`config.mk`:
```
export PLATFORM = sky130hd
export DESIGN_NAME = fft_power_reader
export DESIGN_NICKNAME = d
export VERILOG_FILES = /design/src/rtl/fft_pkg.sv /design/src/rtl/fft_bin_acc.sv /design/src/rtl/fft_power_reader.sv
export SDC_FILE = /design/constraint.sdc
export NUM_CORES = 1
export LEC_CHECK = 0
export CAP_MARGIN = 20
export CORE_MARGIN = 5
export CORE_UTILIZATION = 59
export CTS_BUF_LIST = sky130_fd_sc_hd__clkbuf_8 sky130_fd_sc_hd__clkbuf_16
export CTS_CLUSTER_DIAMETER = 80
export CTS_CLUSTER_SIZE = 25
export DETAILED_ROUTE_END_ITERATION = 12
export PLACE_DENSITY_LB_ADDON = 0.2
export SETUP_SLACK_MARGIN = 0.15
export SYNTH_ARGS = -nofsm -noshare
export SYNTH_HDL_FRONTEND = slang
export SYNTH_SLANG_ARGS = --single-unit
```
`constraint.sdc`:
```
create_clock -name clk -period 3 [get_ports clk]
set_clock_uncertainty 0.1 [all_clocks]
set_input_delay 0.6 -clock clk [delete_from_list [all_inputs] [get_ports clk]]
set_output_delay 0.6 -clock clk [all_outputs]
set_load 0.005 [all_outputs]
```
`src/rtl/fft_pkg.sv`:
```
`default_nettype none
// +----------------------------------------------------------------------+
// | fft_pkg                                                              |
// | Shared constants, width helpers and FSM encoding for the FFT power   |
// | reader.                                                              |
// | Revision: 1.0                                                        |
// +----------------------------------------------------------------------+
package fft_pkg;

  localparam int FFT_N = 32;
  localparam int NBIN  = FFT_N / 2 + 1;

  function automatic int pw(input int w);
    return 2 * w + 3;
  endfunction

  function automatic int aw(input int w, input int log2_avg);
    return pw(w) + log2_avg;
  endfunction

  typedef enum logic [0:0] {
    ST_IDLE   = 1'b0,
    ST_STREAM = 1'b1
  } state_e;

endpackage
`default_nettype wire

```
`src/rtl/fft_bin_acc.sv`:
```
`default_nettype none
// +----------------------------------------------------------------------+
// | fft_bin_acc                                                          |
// | Single-bin power accumulator: add, clear on completion, and a        |
// | shifted (averaged) view of accumulator plus the current sample.      |
// | Revision: 1.0                                                        |
// +----------------------------------------------------------------------+
module fft_bin_acc
  import fft_pkg::*;
#(
  parameter  int PW       = pw(4),
  parameter  int LOG2_AVG = 2,
  localparam int AW       = PW + LOG2_AVG
) (
  input  logic          clk,
  input  logic          arstb,
  input  logic          add_i,
  input  logic          clr_i,
  input  logic [PW-1:0] din_i,
  output logic [PW-1:0] avg_o
);

  logic [AW-1:0] acc_q;
  logic [AW-1:0] w_sum;

  assign w_sum = acc_q + AW'(din_i);
  // The final frame is folded in combinationally so the average is ready on the completing cycle.
  assign avg_o = PW'(w_sum >> LOG2_AVG);

  always_ff @(posedge clk or negedge arstb) begin
    if (!arstb) begin
      acc_q <= '0;
    end else if (clr_i) begin
      acc_q <= '0;
    end else if (add_i) begin
      acc_q <= w_sum;
    end
  end

endmodule
`default_nettype wire

```
`src/rtl/fft_power_reader.sv`:
```
`default_nettype none
// +----------------------------------------------------------------------+
// | fft_power_reader                                                     |
// | Averages the per-bin power vector over 2^LOG2_AVG frames and streams |
// | the bins out on valid/ready. Optional peak search: FFT_PWR_PEAK_EN.  |
// | Revision: 1.0                                                        |
// +----------------------------------------------------------------------+
module fft_power_reader
  import fft_pkg::*;
#(
  parameter  int W        = 4,
  parameter  int LOG2_AVG = 2,
  localparam int PW       = pw(W)
) (
  input  logic             clk,
  input  logic             arstb,
  input  logic             frame_valid,
  input  logic [NBIN*PW-1:0] pwr_bus,
  output logic             bin_valid,
  input  logic             bin_ready,
  output logic [PW-1:0]    bin_data,
  output logic [4:0]       bin_idx,
  output logic             bin_last,
  output logic             busy,
  output logic [7:0]       drop_cnt
`ifdef FFT_PWR_PEAK_EN
  ,
  output logic [4:0]       peak_idx,
  output logic [PW-1:0]    peak_val,
  output logic             peak_valid
`endif
);

  logic                rstb_q;
  logic [LOG2_AVG-1:0] frm_cnt_q;
  logic                w_fv;
  logic                w_done;
  logic                w_hs;
  logic [4:0]          w_nxt_idx;
  logic [PW-1:0]       w_avg [NBIN];

  state_e        state_q;
  logic [PW-1:0] out_buf_q [NBIN];
  logic [PW-1:0] bin_data_q;
  logic [4:0]    bin_idx_q;
  logic          bin_last_q;
  logic          bin_valid_q;
  logic [7:0]    drop_cnt_q;

  assign w_fv      = frame_valid & rstb_q;
  assign w_done    = w_fv & (frm_cnt_q == '1);
  assign w_hs      = bin_valid_q & bin_ready;
  assign w_nxt_idx = bin_idx_q + 5'd1;

  for (genvar k = 0; k < NBIN; k++) begin : g_bin
    fft_bin_acc #(
      .PW       (PW),
      .LOG2_AVG (LOG2_AVG)
    ) u_acc (
      .clk   (clk),
      .arstb (arstb),
      .add_i (w_fv),
      .clr_i (w_done),
      .din_i (pwr_bus[k*PW +: PW]),
      .avg_o (w_avg[k])
    );
  end

  // Frame counter wraps to zero exactly on the completing frame.
  always_ff @(posedge clk or negedge arstb) begin
    if (!arstb) begin
      rstb_q    <= 1'b0;
      frm_cnt_q <= '0;
    end else begin
      rstb_q <= 1'b1;
      if (w_fv) begin
        frm_cnt_q <= frm_cnt_q + 1'b1;
      end
    end
  end

  always_ff @(posedge clk or negedge arstb) begin
    if (!arstb) begin
      state_q     <= ST_IDLE;
      bin_data_q  <= '0;
      bin_idx_q   <= '0;
      bin_last_q  <= 1'b0;
      bin_valid_q <= 1'b0;
      drop_cnt_q  <= '0;
      for (int k = 0; k < NBIN; k++) begin
        out_buf_q[k] <= '0;
      end
    end else begin
      case (state_q)
        ST_IDLE: begin
          if (w_done) begin
            for (int k = 0; k < NBIN; k++) begin
              out_buf_q[k] <= w_avg[k];
            end
            bin_data_q  <= w_avg[0];
            bin_idx_q   <= '0;
            bin_last_q  <= 1'b0;
            bin_valid_q <= 1'b1;
            state_q     <= ST_STREAM;
          end
        end
        ST_STREAM: begin
          // A completion here, even alongside the final handshake, is an overrun.
          if (w_done && drop_cnt_q != 8'hFF) begin
            drop_cnt_q <= drop_cnt_q + 8'd1;
          end
          if (w_hs) begin
            if (bin_last_q) begin
              bin_data_q  <= '0;
              bin_idx_q   <= '0;
              bin_last_q  <= 1'b0;
              bin_valid_q <= 1'b0;
              state_q     <= ST_IDLE;
            end else begin
              bin_data_q <= out_buf_q[w_nxt_idx];
              bin_idx_q  <= w_nxt_idx;
              bin_last_q <= (w_nxt_idx == 5'(NBIN - 1));
            end
          end
        end
        default: state_q <= ST_IDLE;
      endcase
    end
  end

  assign bin_valid = bin_valid_q;
  assign bin_data  = bin_data_q;
  assign bin_idx   = bin_idx_q;
  assign bin_last  = bin_last_q;
  assign busy      = (state_q == ST_STREAM);
  assign drop_cnt  = drop_cnt_q;

`ifdef FFT_PWR_PEAK_EN
  logic [PW-1:0] run_val_q;
  logic [4:0]    run_idx_q;
  logic [PW-1:0] peak_val_q;
  logic [4:0]    peak_idx_q;
  logic          peak_valid_q;
  logic          w_take;

  // Bin 1 seeds the search unconditionally; later bins replace it only when strictly larger.
  assign w_take = (bin_idx_q == 5'd1) || (bin_data_q > run_val_q);

  always_ff @(posedge clk or negedge arstb) begin
    if (!arstb) begin
      run_val_q    <= '0;
      run_idx_q    <= '0;
      peak_val_q   <= '0;
      peak_idx_q   <= '0;
      peak_valid_q <= 1'b0;
    end else begin
      peak_valid_q <= 1'b0;
      if (w_hs && bin_idx_q != 5'd0) begin
        if (bin_last_q) begin
          peak_valid_q <= 1'b1;
          peak_val_q   <= w_take ? bin_data_q : run_val_q;
          peak_idx_q   <= w_take ? bin_idx_q : run_idx_q;
        end else if (w_take) begin
          run_val_q <= bin_data_q;
          run_idx_q <= bin_idx_q;
        end
      end
    end
  end

  assign peak_val   = peak_val_q;
  assign peak_idx   = peak_idx_q;
  assign peak_valid = peak_valid_q;
`endif

endmodule
`default_nettype wire

```
==> results.json, run 1 <==
{
  "synth_cells": 2641,
  "cts.sinks": 438,
  "clock_tree.buffer_depth": 3,
  "die_w_um": 222,
  "reg2regPathDepth": 8,
  "die_h_um": 222,
  "initial_utilization_pct": 59.9,
  "synth_seq_area_share_pct": 41.2,
  "grt_usage_pct": 29.2,
  "dp_hpwl_um": 53200,
  "post-place-cells": 3497,
  "route.final.wire_length_um": 72800,
  "endpoint": "bin_data[9]",
  "timing.rr.end": "bin_data[9]",
  "placement_rows": 77,
  "root_buffer": "clkbuf_16",
  "avgSynthCellArea_um2": 10.1,
  "ant_nets": 0,
  "clk_pin_slew_worst_paths_ps": 90,
  "max_cap_violations": 0,
  "pre_cts_slack_ps": -254,
  "fin_total_pwr_mw": 26.7,
  "routedWlPerCell_um": 20.5,
  "ys_async_sr_fraction_pct": 100,
  "crit_required_ps": 3350,
  "viasPerCell": 6.18,
  "leakage_nw": 14.4,
  "final_common_cell": "dfrtp_1",
  "setup_viol": 0,
  "synthFlopType": "dfrtp_1",
  "rrSetupSlack_ps": 260,
  "setup_ws_ps": 261,
  "rsz0062_at_grt": "yes",
  "grt_pass1_wl_um": 119000,
  "drcViolationCount": 0,
  "cp_max_fo": 12,
  "post_cts_buffers": 0,
  "status": "complete, no violations",
  "vias": 21900,
  "cts_made_buffers": 28,
  "timing.rr.start": "bin_idx[1]",
  "fin_nets": 3335,
  "place_congestion": 0.944,
  "synthesis.area_um2": 26600,
  "critPathKind": "reg2reg",
  "cp-start-kind": "register",
  "critPathLaunch": "bin_idx[1]",
  "final_cells": 3552,
  "ys_types": 78,
  "grt.overflow.total": 0,
  "yosysWarnings": 0,
  "syn_nets": 3040,
  "arrival_ps": 3090,
  "portBuffers": 217,
  "io_pins": 218,
  "drive_gt1_share_pct": 12.6,
  "hold_depth": 2,
  "layout_common_cells": "437 x dfrtp_1, 341 x nand2_1, 216 x clkdlybuf4s50_1, 212 x o21ai_0, 188 x ha_1",
  "syn2layout_area_growth_pct": 18.6,
  "clock.fmax_ghz": 0.365,
  "fp.coreArea_um2": 44400,
  "n_fill_cell": 3281,
  "slew_violations": 0,
  "firstDrtPassIters": 6,
  "grt_start_max_net_pins": 98,
  "tightestPinTransition_ps": 693,
  "worst_setup_path_end_kind": "register",
  "min_period_ps": 2740,
  "cts_htree_levels": 1,
  "synth_edf_count": 0,
  "fin_setup_tns_ps": 0,
  "relSlewSlack_pct": 53.4,
  "cts_tree": "yes",
  "clkLatencyLatePin_ps": 590,
  "hold_viol_final": 0,
  "vdd_drop_max_uv": 515,
  "finalCritPeriodShare_pct": 91.3,
  "worst_hold_path_type": "reg2reg",
  "p_per_area_nw_per_um2": 847,
  "die-area_um2": 49400,
  "drtIter0Drc": 1955,
  "grt_pass1_vias": 22700,
  "synth-seq-cells": 438,
  "antenna_found_initial": 6
}
==> how the worst min path moves through the flow <==
| stage | startpoint | endpoint | slack, ps |
|---|---|---|---|
| after detailed placement | g_bin[3].u_acc.acc_q[0] | g_bin[3].u_acc.acc_q[0] | 360 |
| final | g_bin[3].u_acc.acc_q[0] | g_bin[3].u_acc.acc_q[0] | 370 |
| after global routing | g_bin[15].u_acc.acc_q[0] | g_bin[15].u_acc.acc_q[0] | 400 |
| after CTS | g_bin[3].u_acc.acc_q[0] | g_bin[3].u_acc.acc_q[0] | 380 |
| after global placement | g_bin[3].u_acc.acc_q[0] | g_bin[3].u_acc.acc_q[0] | 350 |
| after floorplan | arstb | bin_data[0] | 200 |
==> worst max-delay path: stages, from the launching register on <==
cell and delay, ps:
dfrtp_1 520, ha_2 470, buf_4 240, mux4_2 370, nand2_1 120, a21oi_1 80
a2111oi_0 480, buf_4 190, a211oi_1 30
==> per-layer routing <==
metal	GRT usage (%)	vias up	part of all wire, %
met5	0	-	0.038
li1	-	10200	-
met1	40.3	10900	43
met4	8.95	4	3.4
met3	5.21	143	6.8
met2	47.4	715	47
==> flip-flops by register name, summed over array words and instances, names as in the netlist, 2 cells and up <==
signal / count
frm_cnt_q: 2
out_buf_q: 187
g_bin.u_acc.acc_q: 221
bin_idx: 5
bin_data: 11
drop_cnt: 8
==> cells by family (layout without fill, tap and decap cells) <==
logic type / Yosys count / after routing / share of synthesized area (%)
adder cells (fa/ha/maj): 208 / 208 / 10.3
buffers and inverters: 200 / 515 / 3.08
flip-flops: 438 / 438 / 41.2
XOR/XNOR: 176 / 176 / 5.80
multiplexers: 149 / 149 / 8.15
AO/OA/AOI/OAI: 731 / 731 / 18.7
AND/OR/NAND/NOR: 738 / 738 / 12.8
other: 1 / 5 / 0.0141
==> power breakdown <==
group / internal, mW / switching, mW / total [mW] / leakage [nW]
Combinational: 6.40 / 7.64 / 14.0 / 8.25
Sequential: 7.31 / 1.00 / 8.32 / 5.70
Clock: 2.01 / 2.36 / 4.38 / 0.484
==> stage by stage <==
stage / util (%) / hold WS [ps] / area, um^2
after detailed placement: 68.7 / 362 / 30500
after floorplan: - / 204 / 26600
after CTS: 71.0 / 380 / 31500
after global routing: 71.0 / 401 / 31500
after global placement: 68.7 / 353 / 30500
final: 71.0 / 374 / 31600
==> repair_timing <==
item                                    in CTS  in global routing
gates resized for setup                      0                  5
hold endpoints to repair                    49                  0
hold buffers                                 1                  0
endpoints found under the setup margin       0                  6
==> cells in the mapped netlist (all sizes together), types with 8 or more instances <==
cell / n / area [um^2]
dfrtp: 438 / 11000
nand2: 342 / 1280
o21ai: 214 / 1070
ha: 191 / 2390
nor2: 130 / 488
xnor2: 115 / 1010
a22o: 114 / 998
a21oi: 104 / 521
mux2: 88 / 991
clkbuf: 84 / 315
inv: 84 / 315
xor2: 61 / 534
or3: 53 / 332
o21a: 52 / 390
nand3: 50 / 250
mux4: 45 / 1020
a21o: 42 / 315
o21bai: 38 / 285
nor3: 36 / 180
o31ai: 33 / 248
buf: 32 / 189
nand3b: 28 / 210
nor2b: 27 / 169
a31oi: 24 / 156
o311ai: 19 / 166
fa: 17 / 340
nand4: 17 / 106
mux2i: 16 / 160
nand2b: 16 / 100
o31a: 15 / 140
a211oi: 11 / 82.6
a41oi: 9 / 78.8
and2: 9 / 56.3
a221o: 8 / 80.1
==> cell type report <==
class                   instances  area (um^2)  share of cell area (%)
clock buffers                  30          739                    2.34
inverters                      84          315                   0.999
diodes                          4         10.0                  0.0317
well taps                     592          741                    2.35
flip-flops and latches        438        11000                    34.8
clock inverters                20          267                   0.845
multi-input cells            2003        14900                    47.2
repair buffers                381         3640                    11.5
(Power assumes the default switching activity.)
==> run 2, diff against run 1 <==
--- a/config.mk
+++ b/config.mk
@@ -5,10 +5,9 @@
 export SDC_FILE = /design/constraint.sdc
 export NUM_CORES = 1
 export LEC_CHECK = 0
-export CAP_MARGIN = 20
 export CORE_MARGIN = 5
 export CORE_UTILIZATION = 59
-export CTS_BUF_LIST = sky130_fd_sc_hd__clkbuf_8 sky130_fd_sc_hd__clkbuf_16
+export CTS_BUF_LIST = sky130_fd_sc_hd__clkbuf_16
 export CTS_CLUSTER_DIAMETER = 80
 export CTS_CLUSTER_SIZE = 25
 export DETAILED_ROUTE_END_ITERATION = 12
==> results.json, run 2 (same netlist as run 1, synthesis figures left out) <==
{
  "cts_htree_levels": 1,
  "cp-start-kind": "register",
  "n_fill_cell": 3282,
  "cp_max_fo": 23,
  "setup_viol": 0,
  "dp_hpwl_um": 53200,
  "firstDrtPassIters": 5,
  "fin_setup_tns_ps": 0,
  "io_pins": 218,
  "viasPerCell": 6.16,
  "rsz0062_at_grt": "yes",
  "clkLatencyLatePin_ps": 590,
  "place_area_um2": 30500,
  "largest_register_ff_count": 221,
  "ant_nets": 0,
  "place_congestion": 0.944,
  "vias": 21900,
  "syn2layout_area_growth_pct": 18.6,
  "slew_violations": 0,
  "final_common_cell": "dfrtp_1",
  "initial_utilization_pct": 59.9,
  "cts_tree": "yes",
  "p_per_area_nw_per_um2": 847,
  "drtIter0Drc": 1874,
  "routedWlPerCell_um": 20.5,
  "path_delay_family": "compound AO/OA/AOI/OAI gates",
  "layout_common_cells": "437 x dfrtp_1, 341 x nand2_1, 216 x clkdlybuf4s50_1, 212 x o21ai_0, 188 x ha_1",
  "drcViolationCount": 0,
  "drive_gt1_share_pct": 12.6,
  "design_area_um2": 31500,
  "placement_rows": 77,
  "cpPeakStageDelay_ps": 520,
  "max_cap_violations": 0,
  "grt_usage_pct": 29.1,
  "die_w_um": 222,
  "die-area_um2": 49400,
  "relSlewSlack_pct": 53.5,
  "clock.fmax_ghz": 0.363,
  "crit_required_ps": 3370,
  "finalCritPeriodShare_pct": 91.8,
  "die_h_um": 222,
  "cts_made_buffers": 28,
  "hold_viol_final": 0,
  "vdd_drop_max_uv": 516,
  "setup_ws_ps": 247,
  "clk_pin_slew_worst_paths_ps": 100,
  "arrival_ps": 3130,
  "grt_start_max_net_pins": 98,
  "hold_ws_ps": 374,
  "crit_buf_inv": 1,
  "cts.sinks": 438,
  "grt.overflow.total": 0,
  "worst_setup_path_end_kind": "register",
  "worst_hold_path_type": "reg2reg",
  "clock_tree.buffer_depth": 3,
  "grt_pass1_vias": 22700,
  "antenna_found_initial": 6,
  "cp_slowest_cell": "dfrtp_1",
  "fp.coreArea_um2": 44400,
  "largest-register": "g_bin.u_acc.acc_q",
  "worstPathCellList": "ha_2 > buf_12 > mux4_2 > mux2i_1 > o22ai_1 > a222oi_1 > a21oi_1",
  "route.final.wire_length_um": 72900,
  "fin_total_pwr_mw": 26.7,
  "min_period_ps": 2750,
  "leakage_nw": 14.4,
  "grt_pass1_wl_um": 119000,
  "root_buffer": "clkbuf_16",
  "rrSetupSlack_ps": 250,
  "status": "complete, no violations",
  "pre_cts_slack_ps": -254,
  "tightestPinTransition_ps": 695,
  "portBuffers": 217,
  "fin_nets": 3335,
  "critPathKind": "reg2reg"
}
==> run 2: changes by cell type in the layout (fill, tap and decap cells not counted) <==
| cell | delta |
|---|---|
| clkbuf_8 | -1 |
| clkinv_1 | +1 |
==> run 2: what timing repair did <==
action,in CTS,in global routing
buffers inserted,0,0
hold buffers,1,0
endpoints found under the setup margin,0,6
resized for setup,0,5
hold endpoints to repair,49,0
==> run 2: per-layer routing <==
| metal | vias to the layer above | share of wire, % | global-route usage, % |
|---|---|---|---|
| met5 | - | 0.038 | 0 |
| met4 | 4 | 3.3 | 8.95 |
| met3 | 140 | 6.5 | 5.21 |
| met2 | 652 | 47 | 47.5 |
| met1 | 10900 | 43 | 40.2 |
| li1 | 10200 | - | - |
==> run 2: per-stage QoR <==
step	utilization, %	std cells
floorplan	-	2641
global placement	68.7	3497
detailed placement	68.7	3497
CTS	71.0	3548
global route	71.0	3548
finish	71.0	3552
==> run 2: final cells by class <==
class,count,area [um^2],area share [%]
multi-input cells,2003,14900,47.2
clock buffers,29,726,2.30
diodes,4,10.0,0.0317
flip-flops and latches,438,11000,34.8
clock inverters,21,270,0.857
repair buffers,381,3640,11.5
inverters,84,315,1.00
well taps,592,741,2.35
==> run 2: final timing paths <==
| path | to | cells after the start | from |
|---|---|---|---|
| setup / recovery | bin_data[4] | 7 | bin_idx[1] |
| hold / removal | g_bin[3].u_acc.acc_q[0] | 2 | g_bin[3].u_acc.acc_q[0] |
| setup reg to reg | bin_data[4] | 7 | bin_idx[1] |
| hold reg to reg | g_bin[3].u_acc.acc_q[0] | 2 | g_bin[3].u_acc.acc_q[0] |
| max in group asynchronous | g_bin[8].u_acc.acc_q[0] | 3 | arstb |
| min in group asynchronous | g_bin[1].u_acc.acc_q[1] | 2 | arstb |
==> run 2: power by group <==
group          total [mW]  internal (mW)  switching (mW)
clock                4.35           1.99            2.37
combinational        14.1           6.40            7.65
sequential           8.32           7.31            1.01
==> run 2: worst min-delay path, stage by stage, from the launching register on <==
cell     delay [ps]
dfrtp_1         350
nand2_1          50
nand2_1          50
